===== config.mk =====
export PLATFORM = sky130hd
export DESIGN_NAME = vga_fb_scanout_flat
export DESIGN_NICKNAME = d
export VERILOG_FILES = /design/src/rtl/vga_fb_scanout_if.sv /design/src/rtl/vga_fb_scanout.sv /design/src/flat_wrapper.sv
export SDC_FILE = /design/constraint.sdc
export NUM_CORES = 1
export LEC_CHECK = 0
export ABC_AREA = 1
export CORE_MARGIN = 4
export CORE_UTILIZATION = 53
export DETAILED_ROUTE_END_ITERATION = 16
export PLACE_DENSITY = 0.78
export SYNTH_ARGS = -nofsm -noshare
export SYNTH_HDL_FRONTEND = slang
export SYNTH_SLANG_ARGS = --single-unit

===== constraint.sdc =====
create_clock -name CLOCK_50 -period 7 [get_ports CLOCK_50]
set_input_delay 1.75 -clock CLOCK_50 [delete_from_list [all_inputs] [get_ports CLOCK_50]]
set_output_delay 1.75 -clock CLOCK_50 [all_outputs]
set_load 0.02 [all_outputs]

===== src/rtl/vga_fb_scanout_if.sv =====
// Framebuffer read port plus DAC/VGA connector pins for the scan-out block.
// The master side is the scan-out engine; the slave side is the RAM/DAC.
interface vga_fb_scanout_if #(
    parameter int DATA_W = 24,
    parameter int ADR_W  = 16
);
    logic [DATA_W-1:0] d;
    logic [ADR_W-1:0]  adr;
    logic [7:0]        VGA_R;
    logic [7:0]        VGA_G;
    logic [7:0]        VGA_B;
    logic              VGA_CLK;
    logic              VGA_BLANK_N;
    logic              VGA_SYNC_N;
    logic              VGA_HS;
    logic              VGA_VS;

    modport master (
        input  d,
        output adr, VGA_R, VGA_G, VGA_B, VGA_CLK, VGA_BLANK_N, VGA_SYNC_N, VGA_HS, VGA_VS
    );

    modport slave (
        output d,
        input  adr, VGA_R, VGA_G, VGA_B, VGA_CLK, VGA_BLANK_N, VGA_SYNC_N, VGA_HS, VGA_VS
    );
endinterface


===== src/rtl/vga_fb_scanout.sv =====
// VGA scan-out: 640x480@60 timing from a 50 MHz clock with a half-rate pixel enable,
// fetching a 2x2-doubled, centred framebuffer image through a 1-cycle-latency RAM port.
module vga_fb_scanout #(
    parameter int DATA_W = 24,
    parameter int ADR_W  = 16,
    parameter int FB_W   = 280,
    parameter int FB_H   = 192,
    parameter int H_VIS  = 640,
    parameter int H_FP   = 16,
    parameter int H_SYNC = 96,
    parameter int H_BP   = 48,
    parameter int V_VIS  = 480,
    parameter int V_FP   = 10,
    parameter int V_SYNC = 2,
    parameter int V_BP   = 33
) (
    input  logic               CLOCK_50,
    input  logic               RESET_N,
    vga_fb_scanout_if.master   fb
);
    localparam int H_TOT = H_VIS + H_FP + H_SYNC + H_BP;
    localparam int V_TOT = V_VIS + V_FP + V_SYNC + V_BP;
    localparam int HW    = $clog2(H_TOT);
    localparam int VW    = $clog2(V_TOT);
    localparam int H_OFF = (H_VIS - 2 * FB_W) / 2;
    localparam int V_OFF = (V_VIS - 2 * FB_H) / 2;

    localparam logic [HW-1:0] H_LAST    = HW'(H_TOT - 1);
    localparam logic [HW-1:0] H_WIN_LO  = HW'(H_OFF);
    localparam logic [HW-1:0] H_WIN_HI  = HW'(H_OFF + 2 * FB_W);
    localparam logic [HW-1:0] H_VIS_C   = HW'(H_VIS);
    localparam logic [HW-1:0] H_SYNC_LO = HW'(H_VIS + H_FP);
    localparam logic [HW-1:0] H_SYNC_HI = HW'(H_VIS + H_FP + H_SYNC);
    localparam logic [VW-1:0] V_LAST    = VW'(V_TOT - 1);
    localparam logic [VW-1:0] V_WIN_LO  = VW'(V_OFF);
    localparam logic [VW-1:0] V_WIN_HI  = VW'(V_OFF + 2 * FB_H);
    localparam logic [VW-1:0] V_VIS_C   = VW'(V_VIS);
    localparam logic [VW-1:0] V_SYNC_LO = VW'(V_VIS + V_FP);
    localparam logic [VW-1:0] V_SYNC_HI = VW'(V_VIS + V_FP + V_SYNC);

    logic              ce_reg, ce_next;
    logic              vga_clk_reg;
    logic [HW-1:0]     h_cnt_reg, h_cnt_next;
    logic [VW-1:0]     v_cnt_reg, v_cnt_next;
    logic [ADR_W-1:0]  adr_reg, adr_next;
    logic [HW-1:0]     h_d_reg;
    logic [VW-1:0]     v_d_reg;
    logic              win_d_reg;
    logic              vld_reg;
    logic [DATA_W-1:0] rgb_reg, rgb_next;
    logic              hs_reg, hs_next;
    logic              vs_reg, vs_next;
    logic              blank_n_reg, blank_n_next;

    logic              in_win;
    logic [HW-1:0]     h_rel;
    logic [VW-1:0]     v_rel;
    logic [ADR_W-1:0]  fb_x, fb_y;

    always_comb begin
        ce_next    = ~ce_reg;
        h_cnt_next = h_cnt_reg + HW'(1);
        v_cnt_next = v_cnt_reg;
        if (h_cnt_reg == H_LAST) begin
            h_cnt_next = '0;
            v_cnt_next = (v_cnt_reg == V_LAST) ? '0 : v_cnt_reg + VW'(1);
        end

        in_win = (h_cnt_reg >= H_WIN_LO) && (h_cnt_reg < H_WIN_HI) &&
                 (v_cnt_reg >= V_WIN_LO) && (v_cnt_reg < V_WIN_HI);
        h_rel  = h_cnt_reg - H_WIN_LO;
        v_rel  = v_cnt_reg - V_WIN_LO;
        // Dropping the LSB of the window-relative position gives the 2x2 pixel doubling.
        fb_x   = ADR_W'(h_rel[HW-1:1]);
        fb_y   = ADR_W'(v_rel[VW-1:1]);
        adr_next = in_win ? (fb_x + fb_y * ADR_W'(FB_W)) : '0;

        // Decode uses the counter values that issued the fetch now arriving on d.
        blank_n_next = (h_d_reg < H_VIS_C) && (v_d_reg < V_VIS_C);
        hs_next      = !((h_d_reg >= H_SYNC_LO) && (h_d_reg < H_SYNC_HI));
        vs_next      = !((v_d_reg >= V_SYNC_LO) && (v_d_reg < V_SYNC_HI));
        rgb_next     = win_d_reg ? fb.d : '0;
    end

    always_ff @(posedge CLOCK_50 or negedge RESET_N) begin
        if (!RESET_N) begin
            ce_reg      <= 1'b1;
            vga_clk_reg <= 1'b0;
            h_cnt_reg   <= '0;
            v_cnt_reg   <= '0;
            adr_reg     <= '0;
            h_d_reg     <= '0;
            v_d_reg     <= '0;
            win_d_reg   <= 1'b0;
            vld_reg     <= 1'b0;
            rgb_reg     <= '0;
            hs_reg      <= 1'b1;
            vs_reg      <= 1'b1;
            blank_n_reg <= 1'b0;
        end else begin
            ce_reg      <= ce_next;
            vga_clk_reg <= ce_reg;
            if (ce_reg) begin
                h_cnt_reg <= h_cnt_next;
                v_cnt_reg <= v_cnt_next;
                adr_reg   <= adr_next;
                h_d_reg   <= h_cnt_reg;
                v_d_reg   <= v_cnt_reg;
                win_d_reg <= in_win;
                vld_reg   <= 1'b1;
                // The first pixel period after reset has no fetch in flight yet.
                if (vld_reg) begin
                    rgb_reg     <= rgb_next;
                    hs_reg      <= hs_next;
                    vs_reg      <= vs_next;
                    blank_n_reg <= blank_n_next;
                end
            end
        end
    end

    logic [7:0] chan [3];

    generate
        for (genvar gi = 0; gi < 3; gi++) begin : g_chan
            assign chan[gi] = rgb_reg[DATA_W-1-8*gi -: 8];
        end
    endgenerate

    assign fb.adr         = adr_reg;
    assign fb.VGA_R       = chan[0];
    assign fb.VGA_G       = chan[1];
    assign fb.VGA_B       = chan[2];
    assign fb.VGA_CLK     = vga_clk_reg;
    assign fb.VGA_BLANK_N = blank_n_reg;
    assign fb.VGA_SYNC_N  = 1'b0;
    assign fb.VGA_HS      = hs_reg;
    assign fb.VGA_VS      = vs_reg;
endmodule


===== src/flat_wrapper.sv =====
// flat-port wrapper written by rule: the top's interface ports become plain ports
module vga_fb_scanout_flat 
#(
    parameter int DATA_W = 24,
    parameter int ADR_W  = 16,
    parameter int FB_W   = 280,
    parameter int FB_H   = 192,
    parameter int H_VIS  = 640,
    parameter int H_FP   = 16,
    parameter int H_SYNC = 96,
    parameter int H_BP   = 48,
    parameter int V_VIS  = 480,
    parameter int V_FP   = 10,
    parameter int V_SYNC = 2,
    parameter int V_BP   = 33
)
  (CLOCK_50, RESET_N, fb_d, fb_adr, fb_VGA_R, fb_VGA_G, fb_VGA_B, fb_VGA_CLK, fb_VGA_BLANK_N, fb_VGA_SYNC_N, fb_VGA_HS, fb_VGA_VS);
  vga_fb_scanout_if #(.DATA_W(DATA_W), .ADR_W(ADR_W)) fb_i ();
  input  logic CLOCK_50;
  input  logic RESET_N;
  input wire logic [$bits(fb_i.d)-1:0] fb_d;
  output wire logic [$bits(fb_i.adr)-1:0] fb_adr;
  output wire logic [$bits(fb_i.VGA_R)-1:0] fb_VGA_R;
  output wire logic [$bits(fb_i.VGA_G)-1:0] fb_VGA_G;
  output wire logic [$bits(fb_i.VGA_B)-1:0] fb_VGA_B;
  output wire logic [$bits(fb_i.VGA_CLK)-1:0] fb_VGA_CLK;
  output wire logic [$bits(fb_i.VGA_BLANK_N)-1:0] fb_VGA_BLANK_N;
  output wire logic [$bits(fb_i.VGA_SYNC_N)-1:0] fb_VGA_SYNC_N;
  output wire logic [$bits(fb_i.VGA_HS)-1:0] fb_VGA_HS;
  output wire logic [$bits(fb_i.VGA_VS)-1:0] fb_VGA_VS;
  assign fb_i.d = fb_d;
  assign fb_adr = fb_i.adr;
  assign fb_VGA_R = fb_i.VGA_R;
  assign fb_VGA_G = fb_i.VGA_G;
  assign fb_VGA_B = fb_i.VGA_B;
  assign fb_VGA_CLK = fb_i.VGA_CLK;
  assign fb_VGA_BLANK_N = fb_i.VGA_BLANK_N;
  assign fb_VGA_SYNC_N = fb_i.VGA_SYNC_N;
  assign fb_VGA_HS = fb_i.VGA_HS;
  assign fb_VGA_VS = fb_i.VGA_VS;
  vga_fb_scanout #(.DATA_W(DATA_W), .ADR_W(ADR_W), .FB_W(FB_W), .FB_H(FB_H), .H_VIS(H_VIS), .H_FP(H_FP), .H_SYNC(H_SYNC), .H_BP(H_BP), .V_VIS(V_VIS), .V_FP(V_FP), .V_SYNC(V_SYNC), .V_BP(V_BP)) u_core (.CLOCK_50(CLOCK_50), .RESET_N(RESET_N), .fb(fb_i));
endmodule

==> results of run 1 <==
-- worst paths after layout --
kind,slack (ns),endpoint,startpoint,cells after the start
min in group asynchronous,1.55,u_core.chan[6],RESET_N,1
setup reg to reg,3.05,u_core.fb.adr[14],u_core.v_cnt_reg[4],23
hold reg to reg,0.48,u_core.fb.adr[13],u_core.fb.adr[13],2
setup / recovery,3.05,u_core.fb.adr[14],u_core.v_cnt_reg[4],23
hold / removal,0.48,u_core.fb.adr[13],u_core.fb.adr[13],2
max in group asynchronous,4.80,u_core.chan[0],RESET_N,1
-- power by group through the flow --
stage                     clock network (mW)  logic, mW  registers [mW]
final                                  0.367     0.0229           0.473
after global routing                   0.395     0.0256           0.473
after CTS                              0.376     0.0236           0.473
after detailed placement                   0     0.0233           0.483
after global placement                     0     0.0233           0.483
after floorplan                            0   0.000894           0.483
-- layout make-up --
| class | instances | area [um2] |
|---|---|---|
| Tap cell | 129 | 161 |
| Clock buffer | 10 | 138 |
| Sequential cell | 82 | 2060 |
| Timing Repair Buffer | 70 | 696 |
| Fill cell | 819 | 3250 |
| Multi-Input combinational cell | 448 | 2610 |
| Inverter | 90 | 343 |
| Clock inverter | 6 | 73.8 |
-- cell families after synthesis --
family,after synthesis,synth area share (%)
simple gates,290,25.7
buf+inv,111,8.98
compound gates,91,9.45
other cells,1,0.0732
xor+xnor,17,2.90
flops,82,40.1
fa+ha+maj,49,12.8
-- through the flow --
| stage | setup WS [ns] | instances | hold slack (ns) |
|---|---|---|---|
| 2_1_floorplan | 3.44 | 641 | 0.403 |
| 3_3_place_gp | 3.24 | 819 | 0.454 |
| 3_5_place_dp | 3.11 | 819 | 0.465 |
| 4_1_cts | 3.08 | 835 | 0.488 |
| 5_1_grt | 2.63 | 835 | 0.510 |
| 6_report | 3.05 | 835 | 0.485 |
-- synthesized netlist by cell type, drive strengths merged --
library cell	n	share of area, %
a21oi	17	1.8
a22o	2	0.34
a311oi	1	0.17
a31oi	4	0.49
and2	1	0.12
and3	1	0.12
buf	10	1.5
clkbuf	11	0.81
clkinv	2	0.20
conb	1	0.073
dfrtp	79	39
dfstp	3	1.5
fa	6	2.3
ha	43	10
inv	88	6.5
nand2	194	15
nand3	36	3.9
nand4	13	1.7
nor2	31	2.8
nor3	10	1.4
nor4	2	0.54
o21ai	65	6.3
o21bai	2	0.29
or2	2	0.24
xnor2	6	1.0
xor2	11	1.9
-- tightest hold or removal path: stages, from the launching register on --
cell	delay [ns]
dfrtp_1	0.35
nand2_1	0.05
nand2_1	0.05
-- routing by layer --
metal	wire [um]	GRT usage, %
met1	5390	28.4
met2	5170	34.1
met3	597	3.83
met4	179	6.11
met5	0	0
==> impl_metrics.py, run 1 <==
metrics = {
    "status": {
        "status": "finished, final reports clean",
    },
    "timing": {
        "clock_skew_ns": 0.0100,
        "rsz0062_at_grt": "false",
        "fin_crit_ns": 3.95,
        "period_share_pct": 56.4,
        "max_freq_mhz": 253,
        "setup_viol": 0,
        "tightest_slew_ns": 1.04,
        "hold_violations": 0,
        "relSlewSlack_pct": 30.7,
        "maxSlewViolCount": 0,
        "finalSetupTns_ns": 0,
    },
    "grt": {
        "antenna_found_initial": 0,
        "grt_pass1_vias": 4049,
        "grt_overflow": 0,
        "track_usage_pct": 20.9,
        "grt_pass1_wl_mm": 19.2,
        "grt_max_degree": 83,
    },
    "placed_design": {
        "dpl_cell_area_um2": 5870,
        "hpwl_mm": 8.59,
        "globalplace.congestion": 0.869,
        "portBuffers": 69,
    },
    "synth": {
        "synth_cell_types": 41,
        "syn_area_um2": 5130,
        "yosys_warnings": 0,
        "ys_seq_area_share_pct": 40.1,
        "syn_inst": 641,
        "syn_area_per_cell_um2": 8.00,
        "synth-seq-cells": 82,
        "syn_nets": 716,
    },
    "pwr": {
        "leakage_nw": 2.92,
        "cellPowerDensity_nw_per_um2": 142,
        "pwr-share-clk_pct": 42.5,
        "p_comb_share_pct": 2.7,
        "power_switching_mw": 0.199,
        "ir_drop_mv": 0.0939,
        "total_power_mw": 0.863,
        "switching_share_pct": 23.1,
        "seqPwrFrac_pct": 54.9,
        "p_int_mw": 0.664,
    },
    "clock_network": {
        "h-tree-depth": 3,
        "numCtsBuffers": 9,
        "ctsResizeCount": 0,
        "max-clock-path-buffers": 2,
        "post_cts_buffers": 0,
        "cts.sinks": 82,
        "clk_latency_ns": 0.36,
        "cts_hold_buf": 0,
        "clockRootBuffer": "clkbuf_8",
        "clk_pin_slew_ns": 0.09,
        "cts_tree": "built",
    },
    "layout": {
        "design_area_um2": 6080,
        "final_common_cell": "nand2_1",
        "drive_gt1_share_pct": 8.07,
        "nets": 776,
        "n_antenna_cell": 0,
        "final_cell_mix": "nand2_1 (186), inv_1 (81), dfrtp_1 (79), clkdlybuf4s50_1 (68), o21ai_0 (55)",
        "final_core_utilization_pct": 65.2,
        "area.growth.synth_to_final_pct": 18.6,
        "largest_register_ffs": 24,
    },
    "floorplan": {
        "dieArea_um2": 11300,
        "initial_utilization_pct": 55.0,
        "boundaryPins": 71,
        "die_w_um": 106,
        "fp.coreArea_um2": 9330,
        "die_h_um": 106,
        "rows": 35,
    },
    "setup_path": {
        "cp_max_fo": 6,
        "cp_num_buf_inv": 5,
        "crit_top_cell": "nand2_1",
        "required_ns": 7.25,
        "startpoint_type": "register",
        "cp-end-kind": "register",
        "cp_top_family": "adder cells",
        "cpMaxStageDelayCell": "fa_1",
        "crit_chain": "ha_1, inv_1, nand2_1, o21ai_0, nand2_1, ha_1, ha_1, inv_1, fa_1, inv_1, ha_1, nand2_1, inv_1, a21oi_1, nand2_1, nand2_1, nand2_1, nor2_2, inv_1, nand2_1, nand2_1, nand2_1, nand2_1",
        "critPathArrivalTime_ns": 4.19,
        "path_class": "reg -> reg",
        "slowest_delay_ns": 0.54,
    },
    "detailed_routing": {
        "drc_errors": 0,
        "num_vias": 4296,
        "ant_nets": 0,
        "wl_per_cell_um": 13.6,
        "avgViaCountPerCell": 5.14,
        "drt_pass1_iterations": 5,
        "drt_iter0_drc": 215,
        "wirelength_mm": 11.3,
    },
    "job": {
        "maxCapViolCount": 0,
    },
    "min_path": {
        "hp-class": "reg -> reg",
    },
}
Note: power is estimated with default switching activity, not from simulation.
==> run 2: changes to the inputs <==
--- a/config.mk
+++ b/config.mk
@@ -7,9 +7,9 @@
 export LEC_CHECK = 0
 export ABC_AREA = 1
 export CORE_MARGIN = 4
-export CORE_UTILIZATION = 53
+export CORE_UTILIZATION = 50
 export DETAILED_ROUTE_END_ITERATION = 16
-export PLACE_DENSITY = 0.78
+export PLACE_DENSITY = 0.77
 export SYNTH_ARGS = -nofsm -noshare
 export SYNTH_HDL_FRONTEND = slang
 export SYNTH_SLANG_ARGS = --single-unit
==> constraint.sdc (replaced) <==
create_clock -name CLOCK_50 -period 3.4 [get_ports CLOCK_50]
set_input_delay 0.85 -clock CLOCK_50 [delete_from_list [all_inputs] [get_ports CLOCK_50]]
set_output_delay 0.85 -clock CLOCK_50 [all_outputs]
set_load 0.02 [all_outputs]
==> run 2 against run 1 <==
  * The flow now finishes with violations (negative setup slack)
  * Via count is 5.9% higher
  * Setup slack worse by 3.1 ns
  * Combinational power up 110%
  * Fmax grew 15%
  * Sequential power increased by 110%
  * Critical path type unchanged
  * Largest power group unchanged
  * Sequential share of layout area down 3.8 points
  * Core utilization up 4.3 points
  * First-iteration DRC count rose by 28%
  * Global-route usage increased by 0.34 points
  * Register-to-register slack got worse by 3.1 ns
  * Final area is 13% higher
==> impl_metrics.py, run 2 (same netlist as run 1, synthesis figures left out) <==
metrics = {
    "layout": {
        "instances_no_fill": 882,
        "final_common_cell": "nand2_1",
        "final_core_utilization_pct": 69.5,
        "nets": 819,
        "n_antenna_cell": 0,
        "largest_register_ffs": 24,
        "final_cell_mix": "nand2_1 (161), dfrtp_1 (75), inv_1 (73), clkdlybuf4s50_1 (68), o21ai_0 (54)",
        "area.growth.synth_to_final_pct": 33.7,
        "design_area_um2": 6860,
        "drive_gt1_share_pct": 22.8,
    },
    "setup_path": {
        "cp-end-kind": "register",
        "startpoint_type": "register",
        "path_class": "reg -> reg",
        "critPathArrivalTime_ns": 3.67,
        "required_ns": 3.65,
        "cp_max_fo": 4,
    },
    "grt": {
        "grt_pass1_wl_mm": 20.1,
        "antenna_found_initial": 0,
        "track_usage_pct": 21.2,
        "grt_max_degree": 83,
        "grt_pass1_vias": 4416,
        "grt_overflow": 0,
    },
    "clock_network": {
        "clockRootBuffer": "clkbuf_8",
        "clk_pin_slew_ns": 0.09,
        "cts.sinks": 82,
        "numCtsBuffers": 9,
        "h-tree-depth": 3,
        "clk_latency_ns": 0.36,
        "max-clock-path-buffers": 2,
        "cts_tree": "built",
    },
    "floorplan": {
        "die_h_um": 109,
        "initial_utilization_pct": 52.0,
        "fp.coreArea_um2": 9860,
        "boundaryPins": 71,
        "die_w_um": 109,
        "rows": 36,
        "dieArea_um2": 11900,
    },
    "detailed_routing": {
        "wirelength_mm": 12.7,
        "drt_pass1_iterations": 5,
        "drt_iter0_drc": 275,
        "drc_errors": 0,
        "ant_nets": 0,
        "avgViaCountPerCell": 5.16,
        "num_vias": 4549,
        "wl_per_cell_um": 14.4,
    },
    "timing": {
        "relSlewSlack_pct": 29.0,
        "hold_violations": 0,
        "maxSlewViolCount": 0,
        "worst_hold_slack_ns": 0.478,
        "setup_ws_ns": -0.0244,
        "period_share_pct": 101,
        "finalSetupTns_ns": -0.0304,
        "clock_skew_ns": 0.00971,
        "fin_crit_ns": 3.42,
        "max_freq_mhz": 292,
        "setup_viol": 2,
        "rsz0062_at_grt": "true",
        "tightest_slew_ns": 1.06,
    },
    "placed_design": {
        "portBuffers": 69,
        "hpwl_mm": 8.77,
        "post-place-ws_ns": -0.187,
        "place_inst": 853,
        "globalplace.congestion": 0.889,
        "dpl_cell_area_um2": 6130,
    },
    "pwr": {
        "leakage_nw": 3.16,
        "ir_drop_mv": 0.164,
        "cellPowerDensity_nw_per_um2": 254,
        "total_power_mw": 1.74,
    },
    "min_path": {
        "hp-class": "reg -> reg",
    },
    "job": {
        "maxCapViolCount": 0,
    },
    "status": {
        "status": "finished with violations",
        "violations": "negative setup slack",
    },
}
[run 2: cell count changes in the layout (fill, tap and decap cells not counted), moves of 5 or more]
| cell | previous run | this run |
|---|---|---|
| nand2_1 | 186 | 161 |
| buf_4 | 2 | 41 |
| inv_1 | 81 | 73 |
| nand3_2 | 4 | 9 |
| inv_2 | 6 | 11 |
| ha_4 | 0 | 16 |
| nand3_1 | 32 | 26 |
| nand2_2 | 6 | 25 |
| nand2_4 | 2 | 8 |
| nor2_4 | 0 | 6 |
| ha_1 | 43 | 26 |
[run 2: final cells by class]
class	count	area, um2
Tap cell	133	166
Sequential cell	82	2060
Clock buffer	10	138
Inverter	90	350
Timing Repair Buffer	113	1030
Fill cell	726	3010
Clock inverter	6	65.1
Multi-Input combinational cell	448	3040
[run 2: path summary, 6_finish.rpt]
kind | start | end | slack (ns) | depth (start not counted)
worst max-delay path | u_core.v_cnt_reg[5] | u_core.fb.adr[15] | -0.02 | 22
worst min-delay path | u_core.vld_reg | u_core.vld_reg | 0.48 | 1
worst max register to register | u_core.v_cnt_reg[5] | u_core.fb.adr[15] | -0.02 | 22
worst min register to register | u_core.vld_reg | u_core.vld_reg | 0.48 | 1
max in group asynchronous | RESET_N | u_core.v_cnt_reg[6] | 2.03 | 1
min in group asynchronous | RESET_N | u_core.chan[9] | 0.65 | 1
[run 2: worst max-delay path, stage by stage (launching register included)]
cell and delay (ns):
dfrtp_2 0.46, ha_4 0.19, inv_4 0.06, nand2_4 0.07, o21ai_4 0.14, nand2_4 0.09, ha_4 0.23, ha_4 0.28
inv_2 0.04, fa_1 0.49, inv_2 0.05, ha_4 0.30, nand2_4 0.07, nor2_1 0.14, nand2_1 0.11, nand2_1 0.10
nand2_1 0.07, nand2_2 0.11, nor2_4 0.05, nand2_1 0.07, nand2_1 0.07, nand3_1 0.07, nand2_1 0.05
[run 2: routing by layer]
metal	vias up	global-route usage [%]	share of wire, %
met4	0	6.41	1.7
li1	2254	-	-
met3	24	5.51	6.6
met1	2144	27.2	44
met5	-	0	0
met2	127	35.4	48
[run 2: repair_timing]
| item | 4_1_cts | 5_1_grt |
|---|---|---|
| pin swaps | 18 | 24 |
| endpoints found under the hold margin | 0 | 0 |
| endpoints found under the setup margin | 6 | 8 |
| resized for setup | 39 | 53 |
| hold buffers | 0 | 0 |
| buffers inserted | 5 | 8 |
[run 2: power by group]
group | switching, mW | total, mW | internal, mW
registers | 0 | 0.974 | 0.974
clock network | 0.359 | 0.720 | 0.361
logic | 0.0225 | 0.0470 | 0.0245
==> run 3: changes to the inputs <==
--- a/config.mk
+++ b/config.mk
@@ -10,6 +10,7 @@
 export CORE_UTILIZATION = 50
 export DETAILED_ROUTE_END_ITERATION = 16
 export PLACE_DENSITY = 0.77
+export SKIP_LAST_GASP = 1
 export SYNTH_ARGS = -nofsm -noshare
 export SYNTH_HDL_FRONTEND = slang
 export SYNTH_SLANG_ARGS = --single-unit
==> results of run 3 <==
The final DEF is identical to that of run 2; final timing and power are the same.
==> RTL edit: new RTL, config.mk and constraints of run 2 <==
`V_VIS` is set to 480 in 2 places; all go to 1920.
--- a/src/rtl/vga_fb_scanout.sv
+++ b/src/rtl/vga_fb_scanout.sv
@@ -9,7 +9,7 @@
     parameter int H_FP   = 16,
     parameter int H_SYNC = 96,
     parameter int H_BP   = 48,
-    parameter int V_VIS  = 480,
+    parameter int V_VIS  = 1920,
     parameter int V_FP   = 10,
     parameter int V_SYNC = 2,
     parameter int V_BP   = 33
--- a/src/flat_wrapper.sv
+++ b/src/flat_wrapper.sv
@@ -9,7 +9,7 @@
     parameter int H_FP   = 16,
     parameter int H_SYNC = 96,
     parameter int H_BP   = 48,
-    parameter int V_VIS  = 480,
+    parameter int V_VIS  = 1920,
     parameter int V_FP   = 10,
     parameter int V_SYNC = 2,
     parameter int V_BP   = 33
Formal check against the unedited RTL: same outputs for any inputs over 10 cycles, from zero or initial values and one cycle with RESET_N low; that may be too few to reach the edited logic, so the function may still have changed.
==> RTL edit against run 2 <==
  * Total power is 12% higher
  * Sequential power is 2.5% higher
  * Final area is 1.6% lower
  * Setup slack better by 140 ps
  * Area after synthesis is 3.1% higher
  * Wire length is 0.35% lower
  * Sequential cell count is 2 higher
  * Critical endpoint is now u_core.fb.adr[14]
  * Largest cell class unchanged
  * Highest routed layer unchanged
==> RTL edit: results (changes against run 2) <==
Worst Tran Pin Value=838.9 ps (-225.3 ps); Post-Place Worst Slack=-164.2 ps (+22.46 ps); placed insts=855 (+0.23%); register area share after synthesis=39.83% (-0.27 points); status=finished, final reports clean; R2R Setup Slk=120 ps (+140 ps); Critical Path AT=3580 ps (-90 ps); Syn Area/Cell=8.058 um^2 (+0.77%); leakage power=0.003259 uW (+3.0%); GPL Wtd Cong=0.9182 (+3.3%); fin cells=880 (-0.23%); peak supply drop=0.2017 mV (+23%); vias in the first global route=4525 (+2.5%); 1st-pass router iterations=4 (-1); fmax=304.6 MHz (+4.3%); Internal=1525 uW (+12%); Critical Path Fanout Max=6 (+2); Adder-Cell Fraction of Synth Area=14.49% (+1.6 points); Final Skew=10.40 ps (+0.6885 ps); synth top area cells=dfrtp_1 (38%), nand2_1 (13%), ha_1 (12%), inv_1 (6.3%), o21ai_0 (4.4%); most frequent cells after synthesis=nand2_1 (182), inv_1 (89), dfrtp_1 (81); Distinct cells, synth=38 (-7.3%); R2R cell count=18 (-18%); Reg power frac=51.0% (-5.0 points); post-CTS setup buffer count=0 (-5); origin of the critical flop-to-flop path=u_core.v_cnt_reg[7]
[RTL edit: cell types whose count changed after synthesis, sizes merged, moves of 2 or more]
cell and change:
nand2 -12, nand3 +9, dfrtp +2, a21oi -2, nand3b +2, o21ai -3
ha +7, xor2 +5, buf -5, clkinv -2, nor2 +2, inv +7
clkbuf +4
[RTL edit: how the worst min path moves through the flow]
stage	slack, ps	endpoint	cells past startpoint	startpoint
finish	480	u_core.vld_reg	1	u_core.vld_reg
global route	500	u_core.vld_reg	1	u_core.vld_reg
CTS	480	u_core.vld_reg	1	u_core.vld_reg
detailed placement	460	u_core.vld_reg	1	u_core.vld_reg
global placement	450	u_core.vld_reg	1	u_core.vld_reg
floorplan	430	u_core.fb.VGA_CLK	0	u_core.ce_reg
[RTL edit: layer usage]
| metal | share of wire [%] | track usage (%) | up-vias |
|---|---|---|---|
| met5 | 0 | 0 | - |
| met4 | 2.3 | 6.897 | 0 |
| met3 | 4.5 | 3.985 | 27 |
| met2 | 50 | 35.76 | 134 |
| met1 | 43 | 26.08 | 2182 |
| li1 | - | - | 2271 |
[RTL edit: critical path, cell delays in order (launching register included)]
cell and delay [ps]:
dfrtp_1 400, buf_4 160, ha_1 270, inv_1 40, ha_1 290, fa_1 500
ha_1 440, nand2_1 80, nand2_1 110, inv_1 60, nand2_1 90, nand2_1 80
nand2_1 140, inv_1 100, nor2_4 150, nand3_2 100, nand2_1 60, nand3_1 70
nand2_1 80
[RTL edit: cell type report]
type | instances | area [um^2]
fillers | 824 | 3575
multi-input cells | 457 | 2984
flip-flops and latches | 84 | 2111
repair buffers | 92 | 868.3
inverters | 95 | 359.1
well taps | 136 | 170.2
clock inverters | 7 | 132.6
clock buffers | 9 | 123.9
